### config.mk
export PLATFORM = sky130hd
export DESIGN_NAME = page_table_walker
export DESIGN_NICKNAME = d
export VERILOG_FILES = /design/src/rtl/ptw_pkg.sv /design/src/rtl/ptw_pte_check.sv /design/src/rtl/page_table_walker.sv
export SDC_FILE = /design/constraint.sdc
export NUM_CORES = 1
export LEC_CHECK = 0
export BUFFER_PORTS_ARGS = -buffer_cell sky130_fd_sc_hd__clkbuf_2
export CORE_MARGIN = 2
export CORE_UTILIZATION = 45
export CTS_BUF_LIST = sky130_fd_sc_hd__clkbuf_4 sky130_fd_sc_hd__clkbuf_8 sky130_fd_sc_hd__clkbuf_16
export DETAILED_ROUTE_END_ITERATION = 6
export PLACE_DENSITY = 0.77
export SLEW_MARGIN = 5
export SYNTH_ARGS = -nofsm -noshare
export SYNTH_HDL_FRONTEND = slang
export SYNTH_SLANG_ARGS = --single-unit
### constraint.sdc
create_clock -name clk -period 2.2 [get_ports clk]
set_clock_uncertainty 0.05 [all_clocks]
set_input_delay 0.11 -clock clk [delete_from_list [all_inputs] [get_ports clk]]
set_output_delay 0.11 -clock clk [all_outputs]
set_load 0.005 [all_outputs]
### src/rtl/ptw_pkg.sv
`default_nettype none
// ============================================================================
// Module   : ptw_pkg
// Purpose  : Types and constants shared by the page-table walker and the TLB.
// Revision : 1.0 - initial release
// ============================================================================
package ptw_pkg;

    typedef struct packed {
        logic [19:0] ppn;
        logic [7:0]  rsvd;
        logic        v;
        logic        w;
        logic        r;
        logic        x;
    } pte_t;

    typedef enum logic [2:0] {
        S_IDLE    = 3'd0,
        S_L1_REQ  = 3'd1,
        S_L1_WAIT = 3'd2,
        S_L0_REQ  = 3'd3,
        S_L0_WAIT = 3'd4,
        S_RESP    = 3'd5
    } ptw_state_e;

    localparam logic [1:0] FC_INVALID  = 2'd0;
    localparam logic [1:0] FC_RSVD     = 2'd1;
    localparam logic [1:0] FC_MISALIGN = 2'd2;
    localparam logic [1:0] FC_BUS      = 2'd3;

    // Word-aligned address of entry idx inside the table at table_ppn.
    function automatic logic [31:0] pte_addr(input logic [19:0] table_ppn,
                                             input logic [9:0]  idx);
        return {table_ppn, idx, 2'b00};
    endfunction

endpackage
`default_nettype wire

### src/rtl/ptw_pte_check.sv
`default_nettype none
// ============================================================================
// Module   : ptw_pte_check
// Purpose  : Combinational PTE classifier: pointer / leaf / fault with cause.
// Revision : 1.0 - initial release
// ============================================================================
module ptw_pte_check
    import ptw_pkg::*;
(
    input  pte_t       pte,
    input  logic       level,
    output logic       is_leaf,
    output logic       is_ptr,
    output logic       fault,
    output logic [1:0] cause
);

    logic w_unused_rsvd;
    assign w_unused_rsvd = ^pte.rsvd;

    // level=1 is the root table, where superpage leaves must be 4 MiB aligned.
    always_comb begin
        is_leaf = 1'b0;
        is_ptr  = 1'b0;
        fault   = 1'b0;
        cause   = FC_INVALID;
        if (!pte.v) begin
            fault = 1'b1;
            cause = FC_INVALID;
        end else if ({pte.w, pte.r, pte.x} == 3'b000) begin
            if (level) begin
                is_ptr = 1'b1;
            end else begin
                fault = 1'b1;
                cause = FC_RSVD;
            end
        end else if (pte.w && !pte.r) begin
            fault = 1'b1;
            cause = FC_RSVD;
        end else begin
            is_leaf = 1'b1;
            if (level && (pte.ppn[9:0] != 10'd0)) begin
                fault = 1'b1;
                cause = FC_MISALIGN;
            end
        end
    end

endmodule
`default_nettype wire

### src/rtl/page_table_walker.sv
`default_nettype none
// ============================================================================
// Module   : page_table_walker
// Purpose  : Two-level (10/10/12) page-table walker with a single-outstanding
//            memory read port; returns a 4 KiB-normalised leaf PTE or a fault.
// Revision : 1.0 - initial release
// ============================================================================
module page_table_walker
    import ptw_pkg::*;
#(
    parameter int TIMEOUT_CYCLES = 256,
    parameter int TMO_W          = 8
) (
    input  logic        clk,
    input  logic        rst_n,
    input  logic [19:0] root_ppn_i,
    input  logic        ptw_req_i,
    input  logic [31:0] ptw_vaddr_i,
    output logic        ptw_resp_valid_o,
    output logic [31:0] ptw_pte_o,
    output logic        ptw_fault_o,
    output logic [1:0]  ptw_fault_cause_o,
    output logic        busy_o,
    output logic        mem_req_o,
    output logic [31:0] mem_addr_o,
    input  logic        mem_gnt_i,
    input  logic        mem_rvalid_i,
    input  logic [31:0] mem_rdata_i,
    input  logic        mem_err_i
);

    localparam logic [TMO_W-1:0] C_TMO_LAST = TMO_W'(TIMEOUT_CYCLES - 1);

    ptw_state_e        r_state;
    ptw_state_e        w_state_next;
    logic [19:0]       r_vpn;
    logic [19:0]       r_root_ppn;
    logic [19:0]       r_l0_ppn;
    logic [31:0]       r_pte;
    logic              r_fault;
    logic [1:0]        r_cause;
    logic [TMO_W-1:0]  r_tmo;

    logic              w_done;
    logic              w_done_fault;
    logic [1:0]        w_done_cause;
    logic [31:0]       w_done_pte;
    logic              w_load_l0;
    logic              w_in_mem;
    logic              w_tmo_expire;

    pte_t              w_rd_pte;
    logic              w_chk_level;
    logic              w_chk_leaf;
    logic              w_chk_ptr;
    logic              w_chk_fault;
    logic [1:0]        w_chk_cause;

    logic              w_unused_vaddr;
    assign w_unused_vaddr = ^ptw_vaddr_i[11:0];

    assign w_rd_pte    = mem_rdata_i;
    assign w_chk_level = (r_state == S_L1_WAIT);

    ptw_pte_check u_pte_check (
        .pte     (w_rd_pte),
        .level   (w_chk_level),
        .is_leaf (w_chk_leaf),
        .is_ptr  (w_chk_ptr),
        .fault   (w_chk_fault),
        .cause   (w_chk_cause)
    );

    assign w_in_mem = (r_state == S_L1_REQ) || (r_state == S_L1_WAIT) ||
                      (r_state == S_L0_REQ) || (r_state == S_L0_WAIT);
    assign w_tmo_expire = (TIMEOUT_CYCLES != 0) && w_in_mem && (r_tmo == C_TMO_LAST);

    always_ff @(posedge clk) begin
        if (!rst_n) begin
            r_state <= S_IDLE;
        end else begin
            r_state <= w_state_next;
        end
    end

    always_comb begin
        w_state_next = r_state;
        mem_req_o    = 1'b0;
        mem_addr_o   = '0;
        w_done       = 1'b0;
        w_done_fault = 1'b0;
        w_done_cause = FC_INVALID;
        w_done_pte   = '0;
        w_load_l0    = 1'b0;
        case (r_state)
            S_IDLE: begin
                if (ptw_req_i) begin
                    w_state_next = S_L1_REQ;
                end
            end
            // On expiry the request is withdrawn in the same cycle, so a late
            // grant cannot create an access the walker no longer tracks.
            S_L1_REQ, S_L0_REQ: begin
                if (w_tmo_expire) begin
                    w_done       = 1'b1;
                    w_done_fault = 1'b1;
                    w_done_cause = FC_BUS;
                end else begin
                    mem_req_o  = 1'b1;
                    mem_addr_o = (r_state == S_L1_REQ) ? pte_addr(r_root_ppn, r_vpn[19:10])
                                                       : pte_addr(r_l0_ppn, r_vpn[9:0]);
                    if (mem_gnt_i) begin
                        w_state_next = (r_state == S_L1_REQ) ? S_L1_WAIT : S_L0_WAIT;
                    end
                end
            end
            S_L1_WAIT, S_L0_WAIT: begin
                if (mem_rvalid_i) begin
                    if (mem_err_i) begin
                        w_done       = 1'b1;
                        w_done_fault = 1'b1;
                        w_done_cause = FC_BUS;
                    end else if (w_chk_fault) begin
                        w_done       = 1'b1;
                        w_done_fault = 1'b1;
                        w_done_cause = w_chk_cause;
                    end else if (w_chk_ptr) begin
                        w_load_l0    = 1'b1;
                        w_state_next = S_L0_REQ;
                    end else if (w_chk_leaf) begin
                        w_done     = 1'b1;
                        w_done_pte = w_chk_level
                                   ? {mem_rdata_i[31:22], r_vpn[9:0], 8'h00, mem_rdata_i[3:0]}
                                   : {mem_rdata_i[31:12], 8'h00, mem_rdata_i[3:0]};
                    end
                end else if (w_tmo_expire) begin
                    w_done       = 1'b1;
                    w_done_fault = 1'b1;
                    w_done_cause = FC_BUS;
                end
            end
            S_RESP: begin
                w_state_next = S_IDLE;
            end
            default: begin
                w_state_next = S_IDLE;
            end
        endcase
        if (w_done) begin
            w_state_next = S_RESP;
        end
    end

    always_ff @(posedge clk) begin
        if (!rst_n) begin
            r_vpn      <= '0;
            r_root_ppn <= '0;
            r_l0_ppn   <= '0;
            r_pte      <= '0;
            r_fault    <= 1'b0;
            r_cause    <= FC_INVALID;
            r_tmo      <= '0;
        end else begin
            if ((r_state == S_IDLE) && ptw_req_i) begin
                r_vpn      <= ptw_vaddr_i[31:12];
                r_root_ppn <= root_ppn_i;
            end
            if (w_load_l0) begin
                r_l0_ppn <= mem_rdata_i[31:12];
            end
            // Result registers are only non-zero while the response is presented.
            if (w_done) begin
                r_pte   <= w_done_fault ? 32'h0 : w_done_pte;
                r_fault <= w_done_fault;
                r_cause <= w_done_cause;
            end else if (r_state == S_RESP) begin
                r_pte   <= '0;
                r_fault <= 1'b0;
                r_cause <= FC_INVALID;
            end
            if ((w_state_next != r_state) || !w_in_mem) begin
                r_tmo <= '0;
            end else if (TIMEOUT_CYCLES != 0) begin
                r_tmo <= r_tmo + TMO_W'(1);
            end
        end
    end

    assign ptw_resp_valid_o  = (r_state == S_RESP);
    assign ptw_pte_o         = r_pte;
    assign ptw_fault_o       = r_fault;
    assign ptw_fault_cause_o = r_cause;
    assign busy_o            = (r_state != S_IDLE);

endmodule
`default_nettype wire

==> results of run 1 <==
-- cell usage in the layout (no fill, tap or decap), types with 2 or more instances in the layout --
master,synthesis,final
clkbuf_8,0,11
inv_1,5,5
nor3_1,9,9
o21ai_0,4,4
a21oi_2,0,2
or2_4,0,2
or4_4,0,2
clkbuf_2,0,129
conb_1,1,10
or2_2,5,3
nand4_1,2,2
nor2_1,7,6
a21boi_0,61,61
xor2_1,5,5
o21a_1,2,2
nor4_2,0,3
o2bb2ai_1,10,10
nand2_1,191,190
nand2b_1,2,2
nor3b_1,2,2
buf_6,3,4
a21oi_1,32,30
a22o_1,14,14
nand3_1,7,7
dfxtp_1,98,96
nor2b_1,2,2
mux2i_1,10,10
dlygate4sd3_1,0,62
buf_12,0,2
xnor2_1,4,4
clkbuf_4,0,2
buf_4,11,22
-- power breakdown --
group | switching (W) | internal (W)
Sequential | 0.0000639 | 0.00187
Clock | 0.000613 | 0.000492
Combinational | 0.000514 | 0.000398
Total | 0.00119 | 0.00276
-- stage by stage --
stage,TNS (ns),setup WS (ns),cell area (um2),cells
6_report,0,0.0413,6130,875
3_3_place_gp,0,0.0247,5230,795
4_1_cts,-0.0130,-0.00924,6040,872
3_5_place_dp,-0.116,-0.0242,5230,795
5_1_grt,-0.496,-0.0286,6130,875
2_1_floorplan,-0.0525,-0.00693,4430,555
-- state kept, by name, indices dropped and copies added (netlist names) --
name and flops:
ptw_pte_o 24, r_l0_ppn 20, r_root_ppn 20, r_vpn 20, r_tmo 8, r_state 3
ptw_fault_cause_o 2, ptw_fault_o 1
-- per-layer routing --
layer | track usage | up-vias | wire length [um]
li1 | - | 2194 | -
met3 | 0.0454 | 43 | 800
met1 | 0.326 | 2169 | 5870
met4 | 0.126 | 0 | 441
met2 | 0.437 | 209 | 6710
met5 | 0 | - | 0
-- worst max-delay path by stage --
stage                     depth (start not counted)                                end             startpoint
after detailed placement                          6         ptw_pte_o[23]$_SDFFE_PN0P_  r_state[1]$_SDFF_PN0_
after global routing                              8                r_tmo[6]$_SDFF_PP0_    r_tmo[1]$_SDFF_PP0_
after global placement                            6  ptw_fault_cause_o[0]$_SDFFE_PN0P_  r_state[1]$_SDFF_PN0_
final                                             8         ptw_pte_o[15]$_SDFFE_PN0P_         mem_rdata_i[0]
after CTS                                         6         ptw_pte_o[15]$_SDFFE_PN0P_  r_state[1]$_SDFF_PN0_
after floorplan                                   8  ptw_fault_cause_o[0]$_SDFFE_PN0P_  r_state[0]$_SDFF_PN0_
-- worst min-delay path: stages --
cell and delay (ns):
clkbuf_2 0.11, mux2i_1 0.07, o2bb2ai_1 0.13
-- cell usage after synthesis (all sizes together) (2+ instances only) --
cell type,instances
nand2b,2
o2bb2ai,10
a21boi,61
o21a,2
nor2b,2
xor2,5
or4,2
nor2,7
o21ai,4
dfxtp,98
nor4,4
a21oi,32
or2,5
xnor2,4
nor3,9
a22o,14
buf,18
nand2,191
nor3b,4
mux2i,10
nand3,7
clkbuf,30
inv,5
nand4,2
-- kinds of logic (layout without fill, tap and decap cells) --
logic type               after synthesis  in the layout  synth area share
AO/OA/AOI/OAI                        133            133             0.216
XOR/XNOR                               9              9            0.0179
adder cells (fa/ha/maj)                1              1           0.00285
buffers and inverters                 53            240            0.0606
flip-flops                            98             98             0.446
multiplexers                          10             10            0.0228
other                                  1             10          0.000853
AND/OR/NAND/NOR                      241            241             0.233
-- layout make-up --
cell class                 count  area, um2
clock buffer                  13        166
multi-input combinational    404       2260
sequential                    98       1970
tap                          133        166
clock inverter                 2       12.5
timing repair buffer         220       1540
fill                         825       3510
inverter                       5       18.8
-- timing repair --
item,CTS,global route
gates resized for setup,5,12
hold buffers,62,0
pin swaps,0,1
endpoints found under the setup margin,57,59
endpoints found under the hold margin,74,0
setup buffers,0,2
gates cloned,0,1
==> results.sh, run 1 <==
export IMPL_ant_nets=0
export IMPL_power_w=0.00395
export IMPL_syn2layout_area_growth_pct=39.4
export IMPL_dieArea_mm2=0.0106
export IMPL_path_clk_slew_ns=0.08
export IMPL_worstPathMaxFanout=11
export IMPL_synth_area_mm2=0.00440
export IMPL_critPathTopFamily="simple AND/OR/NAND/NOR gates"
export IMPL_cp_required_ns=2.43
export IMPL_grt_pass1_wl_um=21400
export IMPL_critPathBufInv=3
export IMPL_place_congestion=0.867
export IMPL_start_util=0.456
export IMPL_r2r_slack_ns=0.05
export IMPL_slowest_stage="or4_4"
export IMPL_synth_top_cell_area_share=0.446
export IMPL_ys_ff_latch=98
export IMPL_slowest_delay_ns=0.55
export IMPL_drv_slew=0
export IMPL_firstDrtPassIters=5
export IMPL_grt_pass1_vias=4476
export IMPL_vdd_drop_max_mv=0.432
export IMPL_worstMarginPinSlew_ns=0.585
export IMPL_routed_wl_um=13800
export IMPL_yosys_area_top_type="dfxtp_1"
export IMPL_via_count=4615
export IMPL_synthArstFlopShare=0
export IMPL_wl_per_cell_um=15.8
export IMPL_die_w_um=103
export IMPL_netlist_cell_type_count=47
export IMPL_io_pins=160
export IMPL_diodes=0
export IMPL_clk_insertion_delay_late_ns=0.36
export IMPL_p_leak_nw=2.49
export IMPL_drtIter0Drc=247
export IMPL_grt_usage=0.261
export IMPL_max_slew_margin=0.610
export IMPL_hpwl_um=8630
export IMPL_hold_ws_ns=0.0409
export IMPL_avgSynthCellArea_um2=8.05
export IMPL_layout_nets=829
export IMPL_synthCells=546
export IMPL_port_buffers=129
export IMPL_synth_ff_type="dfxtp_1"
export IMPL_fin_crit_sh=0.981
export IMPL_period_needed_ns=2.16
export IMPL_status="finished clean"
export IMPL_synth_edf_count=0
export IMPL_crit_chain="dlygate4sd3_1, clkbuf_2, or2_2, or4_4, o211ai_2, nor3b_4, buf_6, o2bb2ai_1"
export IMPL_min_to="ptw_pte_o[14]$_SDFFE_PN0P_"
export IMPL_reg2reg_depth=6
export IMPL_cts_root_buf="clkbuf_8"
export IMPL_rows=36
export IMPL_drt_drc_violations_left=0
export IMPL_holdCritPathClass="in -> reg"
export IMPL_netlist_top_cells_area="dfxtp_1 45%, nand2_1 16%, a21boi_0 10%, a21oi_1 3.6%, a22o_1 2.8%"
export IMPL_rsz0062_at_grt="yes"
export IMPL_max_freq_mhz=463
export IMPL_yosys_warnings=0
export IMPL_numCtsBuffers=9
export IMPL_timing_rr_start="r_state[1]$_SDFF_PN0_"
export IMPL_worst_setup_path_end_kind="flip-flop"
export IMPL_layout_drive_gt1_share=0.260
export IMPL_cts_max_level=3
export IMPL_core_area_mm2=0.00964
export IMPL_cts_buffer_depth=2
export IMPL_finish_utilization=0.636
export IMPL_gr_total_overflow=0
export IMPL_r2r_end="ptw_pte_o[15]$_SDFFE_PN0P_"
export IMPL_powerDensity_mw_per_mm2=644
export IMPL_viasPerCell=5.27
export IMPL_hold_path_startpoint="mem_rdata_i[14]"
export IMPL_grt_antenna_before_repair=0
export IMPL_fp_dieH_um=103
export IMPL_cts_tree="built"
export IMPL_finalSetupViolCount=0
export IMPL_holdPathStages=3
export IMPL_seq_area_frac_synth=0.446
export IMPL_path_class="in -> reg"
export IMPL_cts_sinks=98
export IMPL_final_hold_viol_count=0
export IMPL_max_cap_viol_count=0
export IMPL_worstSetupStartpointType="input pin"
export IMPL_cp_arrival_ns=2.39
export IMPL_grt_max_degree=68
Power figures use the tool's default switching activity.
==> run 2: changes to the inputs <==
Settings changed: CORE_UTILIZATION 45 to 46, CTS_BUF_LIST sky130_fd_sc_hd__clkbuf_4 sky130_fd_sc_hd__clkbuf_8 sky130_fd_sc_hd__clkbuf_16 to sky130_fd_sc_hd__clkbuf_8, PLACE_DENSITY 0.77 to 0.78.
==> run 2 against run 1 <==
  * Critical path depth down 1
  * Register-to-register slack about the same
  * Die area down 2.1%
  * Wire length down 4.1%
  * Worst hold slack worse by 0.033 ns
  * First-iteration DRC count down 7.7%
  * Global-route usage down 0.68 points
  * Flip-flop and latch count unchanged
  * Design area down 0.10%
  * Critical path type is now reg -> reg
==> results.sh, run 2 (synthesized netlist as in run 1, its figures left out) <==
export IMPL_power_switching_w=0.00120
export IMPL_io_pins=160
export IMPL_gr_total_overflow=0
export IMPL_finalSetupViolCount=0
export IMPL_final_common_cell="nand2_1"
export IMPL_dieArea_mm2=0.0104
export IMPL_start_util=0.476
export IMPL_ant_nets=0
export IMPL_cts_root_buf="clkbuf_8"
export IMPL_viasPerCell=5.16
export IMPL_sequentialPowerShare=0.455
export IMPL_place_area_mm2=0.00520
export IMPL_firstDrtPassIters=5
export IMPL_drt_drc_violations_left=0
export IMPL_rows=35
export IMPL_p_leak_nw=2.50
export IMPL_core_area_mm2=0.00924
export IMPL_place_congestion=0.890
export IMPL_r2r_slack_ns=0.06
export IMPL_layout_drive_gt1_share=0.256
export IMPL_drv_slew=0
export IMPL_worstMarginPinSlew_ns=0.585
export IMPL_path_clk_slew_ns=0.10
export IMPL_max_cap_viol_count=0
export IMPL_grt_pass1_vias=4457
export IMPL_clk_insertion_delay_late_ns=0.35
export IMPL_finish_utilization=0.663
export IMPL_worstSetupStartpointType="flip-flop"
export IMPL_grt_max_degree=68
export IMPL_grt_usage=0.254
export IMPL_clkPwrFrac=0.340
export IMPL_cts_tree="built"
export IMPL_fin_crit_sh=0.975
export IMPL_sw_frac_of_total=0.285
export IMPL_grt_antenna_before_repair=0
export IMPL_status="finished clean"
export IMPL_drtIter0Drc=228
export IMPL_grt_pass1_wl_um=20900
export IMPL_routed_wl_um=13300
export IMPL_cp_required_ns=2.45
export IMPL_port_buffers=129
export IMPL_cts_max_level=3
export IMPL_largest_reg_flops=24
export IMPL_cts_buffer_depth=2
export IMPL_multi_input_comb_area_mm2=0.00224
export IMPL_max_freq_mhz=466
export IMPL_wl_per_cell_um=15.2
export IMPL_worst_setup_path_end_kind="flip-flop"
export IMPL_final_cell_mix="191 x nand2_1, 129 x clkbuf_2, 97 x dfxtp_1"
export IMPL_worstPathMaxFanout=7
export IMPL_final_cell_area_mm2=0.00612
export IMPL_cp_arrival_ns=2.40
export IMPL_period_needed_ns=2.14
export IMPL_max_slew_margin=0.610
export IMPL_fill_cells=744
export IMPL_diodes=0
export IMPL_vdd_drop_max_mv=0.490
export IMPL_intPower_w=0.00302
export IMPL_fp_dieH_um=102
export IMPL_comb_power_share=0.205
export IMPL_register_area_mm2=0.00196
export IMPL_hold_ws_ns=0.00754
export IMPL_syn2layout_area_growth_pct=39.3
export IMPL_via_count=4486
export IMPL_hpwl_um=8440
export IMPL_path_class="reg -> reg"
export IMPL_holdCritPathClass="in -> reg"
export IMPL_powerDensity_mw_per_mm2=690
export IMPL_numCtsBuffers=9
export IMPL_final_hold_viol_count=0
export IMPL_die_w_um=102
export IMPL_layout_nets=827
export IMPL_cts_sinks=98
==> run 2: layout make-up <==
cell class / instances / area share
clock buffers: 10 / 0.0225
multi-input cells: 405 / 0.366
repair buffers: 217 / 0.242
clock inverters: 6 / 0.0186
flip-flops and latches: 98 / 0.321
inverters: 5 / 0.00306
well taps: 129 / 0.0264
==> run 2: power groups by stage <==
stage / logic, W / registers [W] / clock network, W
detailed placement: 0.000728 / 0.00196 / 0
floorplan: 0.000473 / 0.00194 / 0
CTS: 0.000819 / 0.00192 / 0.00145
finish: 0.000868 / 0.00192 / 0.00144
global placement: 0.000718 / 0.00196 / 0
global route: 0.000953 / 0.00193 / 0.00151
==> run 2: metrics by stage <==
| step | setup WS, ns | power, W | TNS, ns | cells |
|---|---|---|---|---|
| global route | -0.0196 | 0.00440 | -0.0962 | 870 |
| finish | 0.0552 | 0.00423 | 0 | 870 |
| global placement | 0.0369 | 0.00268 | 0 | 789 |
| detailed placement | -0.00450 | 0.00269 | -0.00601 | 789 |
| CTS | 0.00633 | 0.00419 | 0 | 864 |
| floorplan | -0.00693 | 0.00242 | -0.0525 | 555 |
==> run 2: per-layer routing <==
metal | vias up | global-route usage | routed length [um]
met2 | 183 | 0.429 | 6310
met1 | 2065 | 0.321 | 5740
li1 | 2200 | - | -
met4 | 0 | 0.108 | 408
met5 | - | 0 | 0
met3 | 38 | 0.0407 | 805
==> run 2: timing repair <==
action / CTS / global route
hold buffers: 59 / 0
setup endpoints to repair: 30 / 56
resized for setup: 2 / 13
endpoints found under the hold margin: 68 / 0
pin swaps: 0 / 1
setup buffers: 0 / 4
gates cloned: 0 / 2
==> run 2: worst paths after layout <==
path,start,to,depth (start not counted)
setup / recovery,r_state[2]$_SDFF_PN0_,ptw_pte_o[2]$_SDFFE_PN0P_,7
hold / removal,mem_rdata_i[17],ptw_pte_o[17]$_SDFFE_PN0P_,3
setup reg to reg,r_state[2]$_SDFF_PN0_,ptw_pte_o[2]$_SDFFE_PN0P_,7
hold reg to reg,ptw_pte_o[3]$_SDFFE_PN0P_,ptw_pte_o[3]$_SDFFE_PN0P_,1
==> run 2: worst max-delay path, cell delays in order (launching register included) <==
cell and delay [ns]:
dfxtp_1 0.34, or3b_1 0.42, or4_4 0.51, o211ai_2 0.11, nor3b_4 0.27, buf_4 0.16
buf_6 0.11, a22o_1 0.13
